==> src/rtl/mem_arbiter_if.sv <==
// Bus bundle between the two requesters, the arbiter and the single synchronous BRAM.
// The arbiter takes the slave view; the requester/BRAM side takes the master view.
interface mem_arbiter_if #(
  parameter int AW = 16,
  parameter int DW = 16
);
  logic          req0;
  logic          req1;
  logic          we0;
  logic          we1;
  logic [AW-1:0] addr0;
  logic [AW-1:0] addr1;
  logic [DW-1:0] wdata0;
  logic [DW-1:0] wdata1;
  logic          ack0;
  logic          ack1;
  logic [DW-1:0] rdata;
  logic          busy;
  logic          mem_ena;
  logic          mem_wr_ena;
  logic [AW-1:0] mem_addr;
  logic [DW-1:0] mem_wdata;
  logic [DW-1:0] mem_rdata;

  modport slave (
    input  req0, req1, we0, we1, addr0, addr1, wdata0, wdata1, mem_rdata,
    output ack0, ack1, rdata, busy, mem_ena, mem_wr_ena, mem_addr, mem_wdata
  );

  modport master (
    output req0, req1, we0, we1, addr0, addr1, wdata0, wdata1, mem_rdata,
    input  ack0, ack1, rdata, busy, mem_ena, mem_wr_ena, mem_addr, mem_wdata
  );
endinterface

==> src/rtl/mem_arbiter.sv <==
// Round-robin two-port BRAM arbiter: write acks 2 cycles after request, read acks RD_LAT+2 after.
// Requests are sampled only in IDLE; a requester simply holds req until its one-cycle ack.
module mem_arbiter #(
  parameter int RD_LAT = 2,
  parameter int AW     = 16,
  parameter int DW     = 16
) (
  input logic          clk,
  input logic          reset,
  mem_arbiter_if.slave bus
);
  localparam logic [1:0] S_IDLE   = 2'd0;
  localparam logic [1:0] S_ACCESS = 2'd1;
  localparam logic [1:0] S_WAIT   = 2'd2;
  localparam logic [1:0] S_ACK    = 2'd3;

  logic [1:0]    state;
  logic          last_grant;
  logic          grant;
  logic          lat_we;
  logic [AW-1:0] lat_addr;
  logic [DW-1:0] lat_wdata;
  logic [DW-1:0] rdata_q;
  logic [2:0]    cnt;
  logic          any_req;
  logic          next_grant;

  // On contention the port that did not win last time is served.
  always_comb begin
    any_req = bus.req0 | bus.req1;
    if (bus.req0 && bus.req1) begin
      next_grant = ~last_grant;
    end else begin
      next_grant = bus.req1;
    end
  end

  always_ff @(posedge clk) begin
    if (reset) begin
      state      <= S_IDLE;
      last_grant <= 1'b1;
      grant      <= 1'b0;
      lat_we     <= 1'b0;
      lat_addr   <= '0;
      lat_wdata  <= '0;
      rdata_q    <= '0;
      cnt        <= 3'd0;
    end else begin
      case (state)
        S_IDLE: begin
          if (any_req) begin
            grant      <= next_grant;
            last_grant <= next_grant;
            lat_we     <= next_grant ? bus.we1 : bus.we0;
            lat_addr   <= next_grant ? bus.addr1 : bus.addr0;
            lat_wdata  <= next_grant ? bus.wdata1 : bus.wdata0;
            state      <= S_ACCESS;
          end
        end
        S_ACCESS: begin
          if (lat_we) begin
            state <= S_ACK;
          end else begin
            cnt   <= 3'(RD_LAT);
            state <= S_WAIT;
          end
        end
        S_WAIT: begin
          cnt <= cnt - 3'd1;
          if (cnt == 3'd1) begin
            rdata_q <= bus.mem_rdata;
            state   <= S_ACK;
          end
        end
        default: state <= S_IDLE;
      endcase
    end
  end

  assign bus.ack0       = (state == S_ACK) && !grant;
  assign bus.ack1       = (state == S_ACK) && grant;
  assign bus.busy       = (state != S_IDLE);
  assign bus.mem_ena    = (state == S_ACCESS);
  assign bus.mem_wr_ena = (state == S_ACCESS) && lat_we;
  assign bus.mem_addr   = (state == S_IDLE) ? '0 : lat_addr;
  assign bus.mem_wdata  = (state == S_IDLE) ? '0 : lat_wdata;
  assign bus.rdata      = rdata_q;
endmodule

==> src/flat_wrapper.sv <==
// flat-port wrapper written by rule: the top's interface ports become plain ports
module mem_arbiter_flat 
#(
  parameter int RD_LAT = 2,
  parameter int AW     = 16,
  parameter int DW     = 16
)
  (clk, reset, bus_req0, bus_req1, bus_we0, bus_we1, bus_addr0, bus_addr1, bus_wdata0, bus_wdata1, bus_mem_rdata, bus_ack0, bus_ack1, bus_rdata, bus_busy, bus_mem_ena, bus_mem_wr_ena, bus_mem_addr, bus_mem_wdata);
  mem_arbiter_if #(.AW(AW), .DW(DW)) bus_i ();
  input logic clk;
  input logic reset;
  input wire logic [$bits(bus_i.req0)-1:0] bus_req0;
  input wire logic [$bits(bus_i.req1)-1:0] bus_req1;
  input wire logic [$bits(bus_i.we0)-1:0] bus_we0;
  input wire logic [$bits(bus_i.we1)-1:0] bus_we1;
  input wire logic [$bits(bus_i.addr0)-1:0] bus_addr0;
  input wire logic [$bits(bus_i.addr1)-1:0] bus_addr1;
  input wire logic [$bits(bus_i.wdata0)-1:0] bus_wdata0;
  input wire logic [$bits(bus_i.wdata1)-1:0] bus_wdata1;
  input wire logic [$bits(bus_i.mem_rdata)-1:0] bus_mem_rdata;
  output wire logic [$bits(bus_i.ack0)-1:0] bus_ack0;
  output wire logic [$bits(bus_i.ack1)-1:0] bus_ack1;
  output wire logic [$bits(bus_i.rdata)-1:0] bus_rdata;
  output wire logic [$bits(bus_i.busy)-1:0] bus_busy;
  output wire logic [$bits(bus_i.mem_ena)-1:0] bus_mem_ena;
  output wire logic [$bits(bus_i.mem_wr_ena)-1:0] bus_mem_wr_ena;
  output wire logic [$bits(bus_i.mem_addr)-1:0] bus_mem_addr;
  output wire logic [$bits(bus_i.mem_wdata)-1:0] bus_mem_wdata;
  assign bus_i.req0 = bus_req0;
  assign bus_i.req1 = bus_req1;
  assign bus_i.we0 = bus_we0;
  assign bus_i.we1 = bus_we1;
  assign bus_i.addr0 = bus_addr0;
  assign bus_i.addr1 = bus_addr1;
  assign bus_i.wdata0 = bus_wdata0;
  assign bus_i.wdata1 = bus_wdata1;
  assign bus_i.mem_rdata = bus_mem_rdata;
  assign bus_ack0 = bus_i.ack0;
  assign bus_ack1 = bus_i.ack1;
  assign bus_rdata = bus_i.rdata;
  assign bus_busy = bus_i.busy;
  assign bus_mem_ena = bus_i.mem_ena;
  assign bus_mem_wr_ena = bus_i.mem_wr_ena;
  assign bus_mem_addr = bus_i.mem_addr;
  assign bus_mem_wdata = bus_i.mem_wdata;
  mem_arbiter #(.RD_LAT(RD_LAT), .AW(AW), .DW(DW)) u_core (.clk(clk), .reset(reset), .bus(bus_i));
endmodule
==> config.mk <==
export PLATFORM = sky130hd
export DESIGN_NAME = mem_arbiter_flat
export DESIGN_NICKNAME = d
export VERILOG_FILES = /design/src/rtl/mem_arbiter_if.sv /design/src/rtl/mem_arbiter.sv /design/src/flat_wrapper.sv
export SDC_FILE = /design/constraint.sdc
export NUM_CORES = 1
export LEC_CHECK = 0
export ABC_AREA = 1
export BUFFER_PORTS_ARGS = -buffer_cell sky130_fd_sc_hd__buf_4
export CORE_MARGIN = 2
export CORE_UTILIZATION = 30
export DETAILED_ROUTE_END_ITERATION = 10
export SKIP_CTS_REPAIR_TIMING = 1
export SYNTH_ARGS = -nofsm -noshare
export SYNTH_HDL_FRONTEND = slang
export SYNTH_SLANG_ARGS = --single-unit
==> constraint.sdc <==
create_clock -name clk -period 1.41 [get_ports clk]
set_input_delay 0.141 -clock clk [delete_from_list [all_inputs] [get_ports clk]]
set_output_delay 0.141 -clock clk [all_outputs]
set_load 0.02 [all_outputs]
==> impl_metrics.env <==
export IMPL_critPathRequiredTime_ns=1.27
export IMPL_max_stage_delay_ns=0.36
export IMPL_cp_arrival_ns=1.38
export IMPL_tightest_slew_ns=0.3727
export IMPL_fin_crit_sh=1.081
export IMPL_grt_max_degree=67
export IMPL_cts_tree="yes"
export IMPL_synth_top_cells_by_area="dfxtp_1 (38%), nor2_1 (18%), inv_1 (12%)"
export IMPL_nets=729
export IMPL_diodes=0
export IMPL_synth_avg_cell_area_um2=6.052
export IMPL_ys_warnings_count=0
export IMPL_first_pass_iters=4
export IMPL_layout_min_cycle_time_ns=1.524
export IMPL_clock_root_buffer="clkbuf_8"
export IMPL_hold_path_class="in -> reg"
export IMPL_yosysTopAreaCell="dfxtp_1"
export IMPL_via_per_inst=4.336
export IMPL_synthTopCellsByCount="nor2_1 (138), inv_1 (93), nand2_1 (87)"
export IMPL_port_buffer_count=138
export IMPL_row_count=36
export IMPL_stdcell_area_mm2=0.005300
export IMPL_ys_ff_latch=56
export IMPL_dpl_hpwl_um=5628
export IMPL_setup_ws_ns=-0.1140
export IMPL_core_area_mm2=0.009639
export IMPL_cts_inserted_buffers=5
export IMPL_numPlacedInstances=742
export IMPL_worst_hold_slack_ns=0.09495
export IMPL_fp_dieH_um=102.9
export IMPL_yosysMostFrequentCell="nor2_1"
export IMPL_pre_cts_slack_ns=0.004577
export IMPL_crit_path_top_delay_cell="dfxtp_2"
export IMPL_fmax_ghz=0.6561
export IMPL_path_max_fanout=7
export IMPL_drv_cap=0
export IMPL_cp_cell_sequence="inv_2 -> ha_4 -> buf_12 -> nor2_2 -> buf_4"
export IMPL_area_growth_pct=80.56
export IMPL_syn_inst=485
export IMPL_setup_worst_path_end_class="output pin"
export IMPL_finClkSkew_ns=0.004990
export IMPL_cts_clk_slew_worst_paths_ns=0.10
export IMPL_synth_top_cell_area_share=0.3819
export IMPL_synth_fp_nets=577
export IMPL_die_w_um=102.9
export IMPL_worstSetupPathType="reg -> out"
export IMPL_violations="setup timing"
export IMPL_finalHoldViolCount=0
export IMPL_final_instance_count_excl_fill=771
export IMPL_irDropWorstVdd_uv=935.0
export IMPL_syn_cell_area_mm2=0.002935
export IMPL_clockBufferDepth=2
export IMPL_start_util=0.3045
export IMPL_grt_pass1_wl_um=12360
export IMPL_power_mw=9.379
export IMPL_overflow=0
export IMPL_antenna_found_initial=0
export IMPL_drive_gt1_frac=0.4420
export IMPL_async_flop_share=0
export IMPL_drt_total_wl_um=9423
export IMPL_finalSetupViolations=67
export IMPL_grt_use_total=0.1427
export IMPL_powerDensity_mw_per_mm2=1770
export IMPL_placed_area_mm2=0.004138
export IMPL_ant_nets=0
export IMPL_first_iter_violations=111
export IMPL_drc_errors=0
export IMPL_ios=139
export IMPL_first_global_vias=2821
export IMPL_drv_slew=0
export IMPL_seq_area_frac_synth=0.3819
export IMPL_route_vias_total=3343
export IMPL_rsz0062_at_grt="true"
export IMPL_synth_cell_type_count=15
export IMPL_synth_edf_count=0
export IMPL_ys_flop_type="dfxtp_1"
export IMPL_cts_sinks=56
export IMPL_clkLatencyLatePin_ns=0.31
export IMPL_die_area_mm2=0.01059
export IMPL_cp_start_kind="flip-flop"
export IMPL_leakage_nw=2.568
export IMPL_routabilityCongestion=0.8043
export IMPL_wl_per_cell_um=12.22
export IMPL_htreeDepth=2
export IMPL_status="finished with violations"
export IMPL_max_slew_margin=0.7515
-- layout by cell type (no fill, tap or decap), types with 6 or more instances in the layout --
master     synthesis  routed
dfxtp_1           56      54
buf_6              4      38
inv_1             93      88
o21ai_0           46      43
buf_12             0       6
nor2_4             1      36
nor2_1           138      78
nand3_1            7       7
a21oi_1           21      20
o21ai_1            3       6
buf_4              2     116
nor2_2             0      25
nand2_1           87      57
nand2_4            0      25
clkbuf_16          0       7
-- final cells by class --
cell class	instances	area, µm²
clock buffer	5	68.82
multi-input combinational	309	1886
timing repair buffer	171	1649
clock inverter	3	46.29
inverter	94	357.8
sequential	56	1126
tap	133	166.4
fill	946	4339
-- final timing paths --
path | slack (ns) | to | cells past startpoint | from
min | 0.09 | u_core.bus.rdata[14] | 3 | bus_mem_rdata[14]
max reg2reg | -0.10 | u_core.lat_wdata[15] | 9 | u_core.state[1]
max | -0.11 | bus_mem_addr[15] | 5 | u_core.state[1]
min reg2reg | 0.45 | u_core.bus.rdata[6] | 2 | u_core.bus.rdata[6]
-- report_power, final --
part | internal, mW | switching [mW]
Combinational | 2.80 | 3.18
Clock | 0.536 | 0.550
Sequential | 2.06 | 0.250
Total | 5.40 | 3.98
-- routing by layer --
| metal | GRT usage | routed length [µm] | vias up |
|---|---|---|---|
| met4 | 0.02429 | 79 | 0 |
| met3 | 0.02780 | 515 | 8 |
| li1 | - | - | 1729 |
| met1 | 0.1982 | 4292 | 1506 |
| met2 | 0.2338 | 4537 | 100 |
| met5 | 0 | 0 | - |
-- flip-flops by register name (all words and copies together), names as in the netlist --
name               flops
u_core.cnt             3
u_core.lat_addr       16
u_core.bus.rdata      16
u_core.lat_we          1
u_core.last_grant      1
u_core.lat_wdata      16
u_core.grant           1
u_core.state           2
-- kinds of logic after synthesis --
kind of cell,share of synthesized area
adder cells (fa/ha/maj),0.02557
buffers and inverters,0.1696
flip-flops,0.3819
AO/OA/AOI/OAI,0.1194
AND/OR/NAND/NOR,0.3035
-- critical path, delay by kind of cell, from the launching register on --
family	cells	cell delay, ns
adder cells (fa/ha/maj)	1	0.22
buffers and inverters	3	0.37
flip-flops	1	0.36
AND/OR/NAND/NOR	1	0.12
-- per-stage QoR --
| step | util | setup TNS (ns) |
|---|---|---|
| floorplan | - | 0 |
| global placement | 0.4293 | 0 |
| detailed placement | 0.4293 | 0 |
| CTS | 0.4412 | -8.517 |
| global route | 0.5498 | -8.734 |
| finish | 0.5498 | -4.232 |
Note: power is estimated with default switching activity, not from simulation.
